<file path="config.mk">
export PLATFORM = sky130hd
export DESIGN_NAME = clk_div_ctrl_flat
export DESIGN_NICKNAME = d
export VERILOG_FILES = /design/src/rtl/clk_div_pkg.sv /design/src/rtl/clk_div_ctrl_if.sv /design/src/rtl/clk_div_core.sv /design/src/rtl/clk_div_ctrl.sv /design/src/flat_wrapper.sv
export SDC_FILE = /design/constraint.sdc
export NUM_CORES = 1
export LEC_CHECK = 0
export BUFFER_PORTS_ARGS = -buffer_cell sky130_fd_sc_hd__buf_2
export CORE_MARGIN = 10
export CORE_UTILIZATION = 50
export CTS_CLUSTER_DIAMETER = 40
export DETAILED_ROUTE_END_ITERATION = 8
export PLACE_DENSITY = 0.68
export SYNTH_ARGS = -nofsm -noshare
export SYNTH_HDL_FRONTEND = slang
export SYNTH_HIERARCHICAL = 1
export SYNTH_SLANG_ARGS = --single-unit
</file>
<file path="constraint.sdc">
create_clock -name clk -period 3.7 [get_ports clk]
set_clock_uncertainty 0.15 [all_clocks]
set_input_delay 0.74 -clock clk [delete_from_list [all_inputs] [get_ports clk]]
set_output_delay 0.74 -clock clk [all_outputs]
set_load 0.05 [all_outputs]
</file>
<file path="src/rtl/clk_div_pkg.sv">
// clk_div_pkg: shared types and helpers for the programmable clock divider.
//   state_e    - controller sequencing states (idle / running / stopping)
//   DIV_MIN    - smallest legal divide ratio
//   ceil_half  - high-phase length in clk cycles for a ratio N
package clk_div_pkg;

  typedef enum logic [1:0] {
    StIdle,
    StRun,
    StStop
  } state_e;

  localparam int unsigned DIV_MIN = 2;

  function automatic int unsigned ceil_half(input int unsigned n);
    return (n + 1) / 2;
  endfunction

endpackage

</file>
<file path="src/rtl/clk_div_ctrl_if.sv">
// clk_div_ctrl_if: ratio-update handshake between config logic and the divider controller.
//   cfg_valid  - new ratio offered (master -> slave)
//   cfg_div    - requested ratio N (master -> slave)
//   cfg_ready  - controller can accept a ratio (slave -> master)
//   cfg_err    - one-cycle pulse: last accepted ratio was illegal (slave -> master)
// DIV_W must match the DIV_W of the controller it is bound to.
interface clk_div_ctrl_if #(
  parameter int unsigned DIV_W = 8
);

  logic             cfg_valid;
  logic             cfg_ready;
  logic [DIV_W-1:0] cfg_div;
  logic             cfg_err;

  modport master (
    output cfg_valid,
    output cfg_div,
    input  cfg_ready,
    input  cfg_err
  );

  modport slave (
    input  cfg_valid,
    input  cfg_div,
    output cfg_ready,
    output cfg_err
  );

endinterface

</file>
<file path="src/rtl/clk_div_core.sv">
// clk_div_core: period counter and divided-clock shaping.
//   clk, rst  - system clock, asynchronous active-low reset
//   run       - controller is in RUN or STOP; counter advances
//   start     - leaving IDLE this edge: restart period with output high
//   halt      - final wrap of STOP: return to idle with output low
//   div       - ratio currently in effect (>= 2)
//   wrap      - last cycle of the current period
//   div_out   - divided clock
// Build option CLK_DIV_ODD50_EN: for odd ratios the high phase is floor(N/2) cycles
// plus half a cycle from a negedge flop, giving an exact 50% duty. Undefined, the
// output is posedge-only with ceil(N/2) high cycles.
module clk_div_core
  import clk_div_pkg::*;
#(
  parameter int unsigned DIV_W = 8
) (
  input  logic             clk,
  input  logic             rst,
  input  logic             run,
  input  logic             start,
  input  logic             halt,
  input  logic [DIV_W-1:0] div,
  output logic             wrap,
  output logic             div_out
);

  logic [DIV_W-1:0] cnt_q, cnt_d;
  logic [DIV_W-1:0] high_len;
  logic             div_q, div_d;

  // Counter never exceeds div-1, so the compare cannot overflow DIV_W bits.
  assign wrap = run && (cnt_q == (div - DIV_W'(1)));

`ifdef CLK_DIV_ODD50_EN
  // Odd ratios: shorten the posedge high phase by one cycle; the negedge flop
  // adds back half a cycle on the falling edge.
  always_comb begin
    high_len = DIV_W'(ceil_half(32'(div)));
    if (div[0]) begin
      high_len = div >> 1;
    end
  end
`else
  always_comb begin
    high_len = DIV_W'(ceil_half(32'(div)));
  end
`endif

  always_comb begin
    cnt_d = '0;
    div_d = 1'b0;
    if (start) begin
      cnt_d = '0;
      div_d = 1'b1;
    end else if (halt) begin
      cnt_d = '0;
      div_d = 1'b0;
    end else if (run) begin
      cnt_d = wrap ? '0 : cnt_q + DIV_W'(1);
      // Set on entering count 0, clear on entering count high_len, else hold.
      if (cnt_d == '0) begin
        div_d = 1'b1;
      end else if (cnt_d == high_len) begin
        div_d = 1'b0;
      end else begin
        div_d = div_q;
      end
    end
  end

  always_ff @(posedge clk or negedge rst) begin
    if (!rst) begin
      cnt_q <= '0;
      div_q <= 1'b0;
    end else begin
      cnt_q <= cnt_d;
      div_q <= div_d;
    end
  end

`ifdef CLK_DIV_ODD50_EN
  logic div_neg_q;

  always_ff @(negedge clk or negedge rst) begin
    if (!rst) begin
      div_neg_q <= 1'b0;
    end else begin
      div_neg_q <= div_q;
    end
  end

  // Rising edge still comes from the posedge flop; only the fall is stretched.
  assign div_out = div_q | (div[0] & div_neg_q);
`else
  assign div_out = div_q;
`endif

endmodule

</file>
<file path="src/rtl/clk_div_ctrl.sv">
// clk_div_ctrl: run-time controller for a programmable integer clock divider.
// Accepts ratio updates over a valid/ready handshake, sequences start/stop and
// switches ratios only on period boundaries so div_out never glitches.
//   clk, rst     - system clock, asynchronous active-low reset
//   en           - run request (level)
//   cfg          - ratio handshake (slave side): cfg_valid/cfg_div in, cfg_ready/cfg_err out
//   div_out      - divided clock
//   period_done  - high in the last clk cycle of each output period
//   cur_div      - ratio currently in effect
//   busy         - high in RUN or STOP
// Build option CLK_DIV_ODD50_EN (see clk_div_core): exact 50% duty for odd ratios.
module clk_div_ctrl
  import clk_div_pkg::*;
#(
  parameter int unsigned DIV_W       = 8,
  parameter int unsigned DEFAULT_DIV = 5
) (
  input  logic             clk,
  input  logic             rst,
  input  logic             en,
  clk_div_ctrl_if.slave    cfg,
  output logic             div_out,
  output logic             period_done,
  output logic [DIV_W-1:0] cur_div,
  output logic             busy
);

  state_e           state_q, state_d;
  logic             pend_q, pend_d;
  logic [DIV_W-1:0] pend_div_q, pend_div_d;
  logic [DIV_W-1:0] cur_div_q, cur_div_d;
  logic             err_q, err_d;

  logic             wrap;
  logic             run;
  logic             start;
  logic             halt;
  logic             xfer;
  logic             legal;

  assign xfer  = cfg.cfg_valid && !pend_q;
  assign legal = cfg.cfg_div >= DIV_W'(DIV_MIN);

  // ---------------------------------------------------------------------------
  // FSM
  // ---------------------------------------------------------------------------
  always_ff @(posedge clk or negedge rst) begin
    if (!rst) begin
      state_q <= StIdle;
    end else begin
      state_q <= state_d;
    end
  end

  always_comb begin
    state_d = state_q;
    unique case (state_q)
      StIdle: begin
        if (en) state_d = StRun;
      end
      StRun: begin
        if (!en) state_d = StStop;
      end
      StStop: begin
        // A renewed request resumes without disturbing the running period.
        if (en) begin
          state_d = StRun;
        end else if (wrap) begin
          state_d = StIdle;
        end
      end
      default: state_d = StIdle;
    endcase
  end

  always_comb begin
    run   = (state_q != StIdle);
    start = (state_q == StIdle) && en;
    halt  = (state_q == StStop) && !en && wrap;
    busy  = run;
  end

  // ---------------------------------------------------------------------------
  // Ratio handshake, pending register, error pulse
  // ---------------------------------------------------------------------------
  always_comb begin
    pend_d     = pend_q;
    pend_div_d = pend_div_q;
    cur_div_d  = cur_div_q;
    err_d      = xfer && !legal;

    // A pending ratio is applied at the next wrap. One accepted on the final
    // STOP wrap has no further wrap to wait for, so IDLE applies it directly.
    if (pend_q && (wrap || (state_q == StIdle))) begin
      cur_div_d = pend_div_q;
      pend_d    = 1'b0;
    end

    // xfer implies !pend_q, so this never collides with the apply above.
    if (xfer && legal) begin
      if (state_q == StIdle) begin
        cur_div_d = cfg.cfg_div;
      end else begin
        pend_d     = 1'b1;
        pend_div_d = cfg.cfg_div;
      end
    end
  end

  always_ff @(posedge clk or negedge rst) begin
    if (!rst) begin
      pend_q     <= 1'b0;
      pend_div_q <= '0;
      cur_div_q  <= DIV_W'(DEFAULT_DIV);
      err_q      <= 1'b0;
    end else begin
      pend_q     <= pend_d;
      pend_div_q <= pend_div_d;
      cur_div_q  <= cur_div_d;
      err_q      <= err_d;
    end
  end

  assign cfg.cfg_ready = !pend_q;
  assign cfg.cfg_err   = err_q;
  assign cur_div       = cur_div_q;
  assign period_done   = wrap;

  // ---------------------------------------------------------------------------
  // Counter and output shaping
  // ---------------------------------------------------------------------------
  clk_div_core #(
    .DIV_W (DIV_W)
  ) u_core (
    .clk     (clk),
    .rst     (rst),
    .run     (run),
    .start   (start),
    .halt    (halt),
    .div     (cur_div_q),
    .wrap    (wrap),
    .div_out (div_out)
  );

endmodule

</file>
<file path="src/flat_wrapper.sv">
// flat-port wrapper written by rule: the top's interface ports become plain ports
module clk_div_ctrl_flat import clk_div_pkg::*;
#(
  parameter int unsigned DIV_W       = 8,
  parameter int unsigned DEFAULT_DIV = 5
)
  (clk, rst, en, div_out, period_done, cur_div, busy, cfg_cfg_valid, cfg_cfg_div, cfg_cfg_ready, cfg_cfg_err);
  clk_div_ctrl_if #(.DIV_W(DIV_W)) cfg_i ();
  input  logic clk;
  input  logic rst;
  input  logic en;
  output logic div_out;
  output logic period_done;
  output logic [DIV_W-1:0] cur_div;
  output logic busy;
  input wire logic [$bits(cfg_i.cfg_valid)-1:0] cfg_cfg_valid;
  input wire logic [$bits(cfg_i.cfg_div)-1:0] cfg_cfg_div;
  output wire logic [$bits(cfg_i.cfg_ready)-1:0] cfg_cfg_ready;
  output wire logic [$bits(cfg_i.cfg_err)-1:0] cfg_cfg_err;
  assign cfg_i.cfg_valid = cfg_cfg_valid;
  assign cfg_i.cfg_div = cfg_cfg_div;
  assign cfg_cfg_ready = cfg_i.cfg_ready;
  assign cfg_cfg_err = cfg_i.cfg_err;
  clk_div_ctrl #(.DIV_W(DIV_W), .DEFAULT_DIV(DEFAULT_DIV)) u_core (.clk(clk), .rst(rst), .en(en), .cfg(cfg_i), .div_out(div_out), .period_done(period_done), .cur_div(cur_div), .busy(busy));
endmodule
</file>
== Word-level counts from Yosys, hierarchy flattened ==
Cells that the tools add are included.

* Reduce and logical (&&, ||, !) cells: 17
* Eq/ne operators: 8
* Mux-type cells: 20
* Bitwise gates (word level): 1
* Order comparisons: 1
* Add/subtract/negate cells: 3

{| class="wikitable"
|+ Operators by type and width
! operator !! number
|-
| $mux W8 || 7
|-
| $eq A8 B8 Y1 || 2
|-
| $add A8 B1 Y9 const B || 1
|-
| $add A8 B1 Y8 const B || 1
|-
| $ge A8 B2 Y1 const B || 1
|-
| $logic_and A1 B1 Y1 || 8
|-
| $logic_not A8 Y1 || 1
|-
| $mux W1 || 8
|-
| $mux W2 || 4
|-
| $sub A8 B1 Y8 const B || 1
|-
| $pmux W2 S3 || 1
|-
| $ne A5 B3 Y1 const B || 1
|-
| $ne A2 B2 Y1 const B || 2
|-
| $logic_not A1 Y1 || 3
|-
| $ne A3 B3 Y1 const B || 1
|-
| $reduce_and A3 Y1 || 1
|-
| $eq A2 B1 Y1 const B || 1
|-
| $eq A2 B2 Y1 const B || 1
|-
| $logic_not A2 Y1 || 1
|-
| $reduce_and A2 Y1 || 1
|-
| $reduce_bool A2 Y1 || 1
|-
| $logic_or A1 B1 Y1 || 1
|-
| $not A1 Y1 || 1
|}

* Word-level logic and storage cells: 57
* Bits in registers: 29
* Input bits: 12

== Depth between registers and ports, before layout ==
* Depth after elaboration: 10
* Depth in mapped cells: 11

== By module ==
The synthesis kept the hierarchy.

{| class="wikitable"
|+ Modules (own cells, without submodules)
! module !! cells each !! instances !! area an instance (sq um)
|-
| clk_div_core || 127 || 1 || 1024.7
|-
| clk_div_ctrl || 89 || 1 || 985.9
|}

== Worst setup path before layout ==
Ideal clock, no wire load.

* Path kind: reg-to-reg
* Start: register u_core.cur_div_q[1] (netlist: u_core/cur_div[1])
* End: register u_core.u_core.div_q (netlist: u_core/u_core/div_out)
* Period minus slack after synthesis: 3487 ps
* Required time: 3419 ps
* Buffers on the path: 1
* Cell stages (with the launch flop): 12
* Arrival time: 3206 ps
* Slack: 213 ps
* Cell sequence: dfrtp_1 inv_1 ha_1 or3b_4 or4_4 a211oi_2 o311a_1 buf_6 nor4bb_1 nand3b_1 a41oi_1 or3_1

{| class="wikitable"
|+ RTL lines
! what !! RTL line !! source
|-
| start, declared || clk_div_ctrl.sv:31 || <nowiki>logic [DIV_W-1:0] cur_div_q, cur_div_d;</nowiki>
|-
| start signal, assigned || clk_div_ctrl.sv:114 || <nowiki>cur_div_q <= DIV_W'(DEFAULT_DIV);</nowiki>
|-
| start signal, assigned || clk_div_ctrl.sv:119 || <nowiki>cur_div_q <= cur_div_d;</nowiki>
|-
| $sub A8 B1 Y8 * || clk_div_core.sv:32 || <nowiki>assign wrap = run && (cnt_q == (div - DIV_W'(1)));</nowiki>
|-
| $eq A8 B8 Y1 * || clk_div_core.sv:32 ||
|-
| $logic_and A1 B1 Y1 * || clk_div_core.sv:32 ||
|-
| named net period_done || flat_wrapper.sv:13 || <nowiki>output logic period_done;</nowiki>
|-
| $logic_and A1 B1 Y1 * || clk_div_ctrl.sv:79 || <nowiki>halt = (state_q == StStop) && !en && wrap;</nowiki>
|-
| named net u_core.halt || clk_div_ctrl.sv:37 || <nowiki>logic halt;</nowiki>
|-
| $mux W1 || clk_div_core.sv:55 || <nowiki>end else if (halt) begin</nowiki>
|-
| $mux W1 || clk_div_core.sv:52 || <nowiki>if (start) begin</nowiki>
|-
| end signal, assigned || clk_div_core.sv:77 || <nowiki>div_q <= div_d;</nowiki>
|-
| end, declared || clk_div_core.sv:29 || <nowiki>logic div_q, div_d;</nowiki>
|}

The timed path passes the listed nets; every way through them passes the cells marked *.
A chain may end at the register's enable or synchronous reset.

== Worst setup path after layout ==
* Start: register u_core.cur_div_q[0] (netlist: u_core/cur_div[0])
* End: output port period_done

* Word-level cells in the longest chain between the ends: 3

{| class="wikitable"
|+ Ends and longest elaborated chain
! what !! RTL line
|-
| $sub A8 B1 Y8 || clk_div_core.sv:32
|-
| $eq A8 B8 Y1 || clk_div_core.sv:32
|-
| $logic_and A1 B1 Y1 || clk_div_core.sv:32
|-
| end, declared || flat_wrapper.sv:13
|}

Every way passes these cells.

==> results.md <==
- Outcome: completed
- Post-Route WL: around 4.8 mm
- Vias in the first global route: approximately 1,700
- Final period utilization: 0.937
- Non-filler cells, final: 288
- Critical path launch point type: register
- CTS H-Tree Depth: 2
- Gr usage total: 0.133
- Initial Utilization: 0.533
- Synth Warn #: 6
- Die width: 83.4 um
- DR DRC count: 0
- Multiplexer share of the synthesized area: 0.0498
- Post-synth cell types: between 50 and 60
- Clk_lat worst skew: 280 ps
- Part of the power in combinational logic: 0.447
- Sequential Power Share: 0.328
- Placed cell count: 280
- DRT iter0 DRCs: 152
- Largest net degree at the start of global routing: 30
- Sink Count: 29
- Crit. End Element: primary output
- Ports: 25
- Syn Nets: 231
- VDD IR max: 0.000320 V
- Hold buffer count at CTS: 0
- CP Data Arrival Time: 2580 ps
- Clock share of power: 0.225
- Initial antenna violation count: 0
- Final hold violation count: 0
- Power density over cell area: between 600 and 700 nW/um^2
- Via Count: 1,700
- Final setup fails: 0
- ANT nets after route: 0
- Worst-path cell chain: inv_1 -> ha_1 -> or3b_4 -> or4_4 -> a211oi_2 -> o311a_1 -> buf_2
- Largest family of logic cells by synthesized area: simple AND/OR/NAND/NOR gates
- Pint: 0.873 mW
- Sw Ratio: 0.438
- Final Max Slew Viols: 0
- Vias per cell: a little under 6
- Setup_tns: 0 ps
- Inserted Clock Buffers: 5
- WS Path Type: register to primary output
- Min cycle time layout: 3470 ps
- Max clock buf depth: 2
- Post-synth top flop: dfrtp_1
- Max Freq: roughly 0.29 GHz
- Share of cells above drive strength 1: 0.238
- Post_cts resized: 0
- Core ar.: 3770 sq um
- RSZ-0062 raised after global routing: no
- Mapped cell area: 2010 sq um
- Worst Tran Pin Value: 663 ps
- Worst path slowest cell: dfstp_2
- Root Buffer: clkbuf_8
- ANT cells: 0
- Synth Area in Adders: 0.0187
- # rows: 22
- Worst EP required: 2810 ps
- CP max stage delay: 420 ps
- Final Wtd Congestion: 0.870
- CP max FO: 10
- First-pass GRT wire length: ~8.0 mm
- TritonCTS clock tree: done
- Xor and xnor area share after synthesis: 0.100
- Die area: 6960 sq um
- Slew margin rel.: 0.558
- Port buffer count: 24
- LEAKAGE: 0.900 nW
- Synth Instances: roughly 220
- Hold Slack: ~340 ps
- Total power: around 1.6 mW
- Final net count: 254
- Mapped Avg Cell Area: 9.31 sq um
- Net switching power: 0.680 mW
- Hold Crit Class: input pin to asynchronous set/reset pin
- Clock transition at the registers of the reported paths: roughly 70 ps
- DR WL/cell: 16.6 um
- Post-DP HPWL: approximately 3.6 mm
- Die span in y: between 80 and 90 um
- #FFs+latches synth: 29
- Simple logic cell fraction of the synthesized area: 0.230
- EDFF count, synth: 0
- Worst R2R Setup Slack: 430 ps
- Setup Fix Bufs, Post-CTS: 0
- Layout Area Growth over Synthesis: 12.8%
- Overflow after GRT: 0
- First-pass detailed-route iteration total: 4
- Post-synthesis compound-gate area fraction: 0.184
- Max Cap Violations: 0
- Async SR Flop Fraction: 1.00
- Seq/Total Area, Yosys: 0.362
[per-stage QoR]
stage	setup WS (ps)	cell area, sq um	utilization
after floorplan	213	2010	-
after global placement	569	2150	0.569
after detailed placement	458	2150	0.569
after CTS	238	2270	0.601
after global routing	135	2270	0.601
final	234	2270	0.601
[sequential cells by signal, summed over array words and instances, names as in the netlist]
| signal | count |
|---|---|
| u_core/cur_div | 8 |
| u_core/pend_div_q | 8 |
| u_core/u_core/cnt_q | 8 |
| u_core/state_q | 2 |
| u_core/cfg.cfg_err | 1 |
| u_core/pend_q | 1 |
| u_core/u_core/div_out | 1 |
[layer usage]
layer  global-route usage  part of all wire  vias to the layer above
met5                    0                 0                        -
met4               0.0333            0.0052                        0
met3               0.0371             0.042                        4
met2                0.224              0.50                       34
met1                0.162              0.46                      819
li1                     -                 -                      843
[cells in the final DEF, fill, tap and decap left out, types with 3 or more instances in the layout]
cell / count
o21ai_0: 8
xnor2_1: 14
a211oi_1: 8
nand2_1: 8
nand3_1: 16
nand2b_1: 5
ha_1: 3
buf_4: 5
dfrtp_1: 27
nor2_1: 17
a21oi_1: 6
buf_2: 24
nand3b_1: 3
nor3_1: 5
mux2_2: 8
clkbuf_8: 6
a31oi_1: 10
inv_1: 8
xor2_1: 9
o211ai_1: 3
[power groups by stage]
stage	clock network (mW)	logic, mW	registers (mW)
2_1_floorplan	0	0.435	0.607
3_3_place_gp	0	0.682	0.513
3_5_place_dp	0	0.691	0.515
4_1_cts	0.355	0.693	0.509
5_1_grt	0.369	0.757	0.524
6_report	0.349	0.694	0.510
[kinds of logic (layout without fill, tap and decap cells)]
group | Yosys count | in the layout
multiplexers | 9 | 9
AND/OR/NAND/NOR | 78 | 78
buffers and inverters | 21 | 45
AO/OA/AOI/OAI | 53 | 53
XOR/XNOR | 23 | 23
adder cells (fa/ha/maj) | 3 | 3
flip-flops | 29 | 29
[cell type report]
| cell class | instances | area (sq um) |
|---|---|---|
| fill | 329 | 1500 |
| timing repair buffer | 29 | 158 |
| multi-input combinational | 166 | 1170 |
| clock buffer | 6 | 82.6 |
| clock inverter | 2 | 37.5 |
| sequential | 29 | 728 |
| inverter | 8 | 30.0 |
| tap | 48 | 60.1 |
[worst max-delay path: cells and delay by family, from the launching register on]
family	cells	cell delay, ps
buffers and inverters	2	360
flip-flops	1	420
AND/OR/NAND/NOR	2	830
adder cells (fa/ha/maj)	1	200
AO/OA/AOI/OAI	2	490
[Yosys cell counts, types with 3 or more instances]
master | n | area (sq um)
dfrtp_1 | 27 | 676
nor2_1 | 17 | 63.8
nand3_1 | 16 | 80.1
xnor2_1 | 14 | 123
a31oi_1 | 10 | 62.6
xor2_1 | 9 | 78.8
a211oi_1 | 8 | 60.1
inv_1 | 8 | 30.0
mux2_2 | 8 | 90.1
nand2_1 | 8 | 30.0
o21ai_0 | 8 | 40.0
clkbuf_1 | 7 | 26.3
a21oi_1 | 6 | 30.0
nand2b_1 | 5 | 31.3
nor3_1 | 5 | 25.0
buf_6 | 4 | 45.0
ha_1 | 3 | 37.5
nand3b_1 | 3 | 22.5
o211ai_1 | 3 | 22.5
[worst paths after layout]
path	from	depth (start not counted)	end
setup / recovery	u_core/cur_div[0]	7	period_done
hold / removal	rst	1	u_core/u_core/cnt_q[4]
setup reg to reg	u_core/cur_div[0]	10	u_core/u_core/div_out
hold reg to reg	u_core/pend_div_q[7]	1	u_core/pend_div_q[7]
max in group asynchronous	rst	1	u_core/cur_div[6]
min in group clk	u_core/pend_div_q[7]	1	u_core/pend_div_q[7]
No activity file was read; power rests on OpenSTA's default activity.
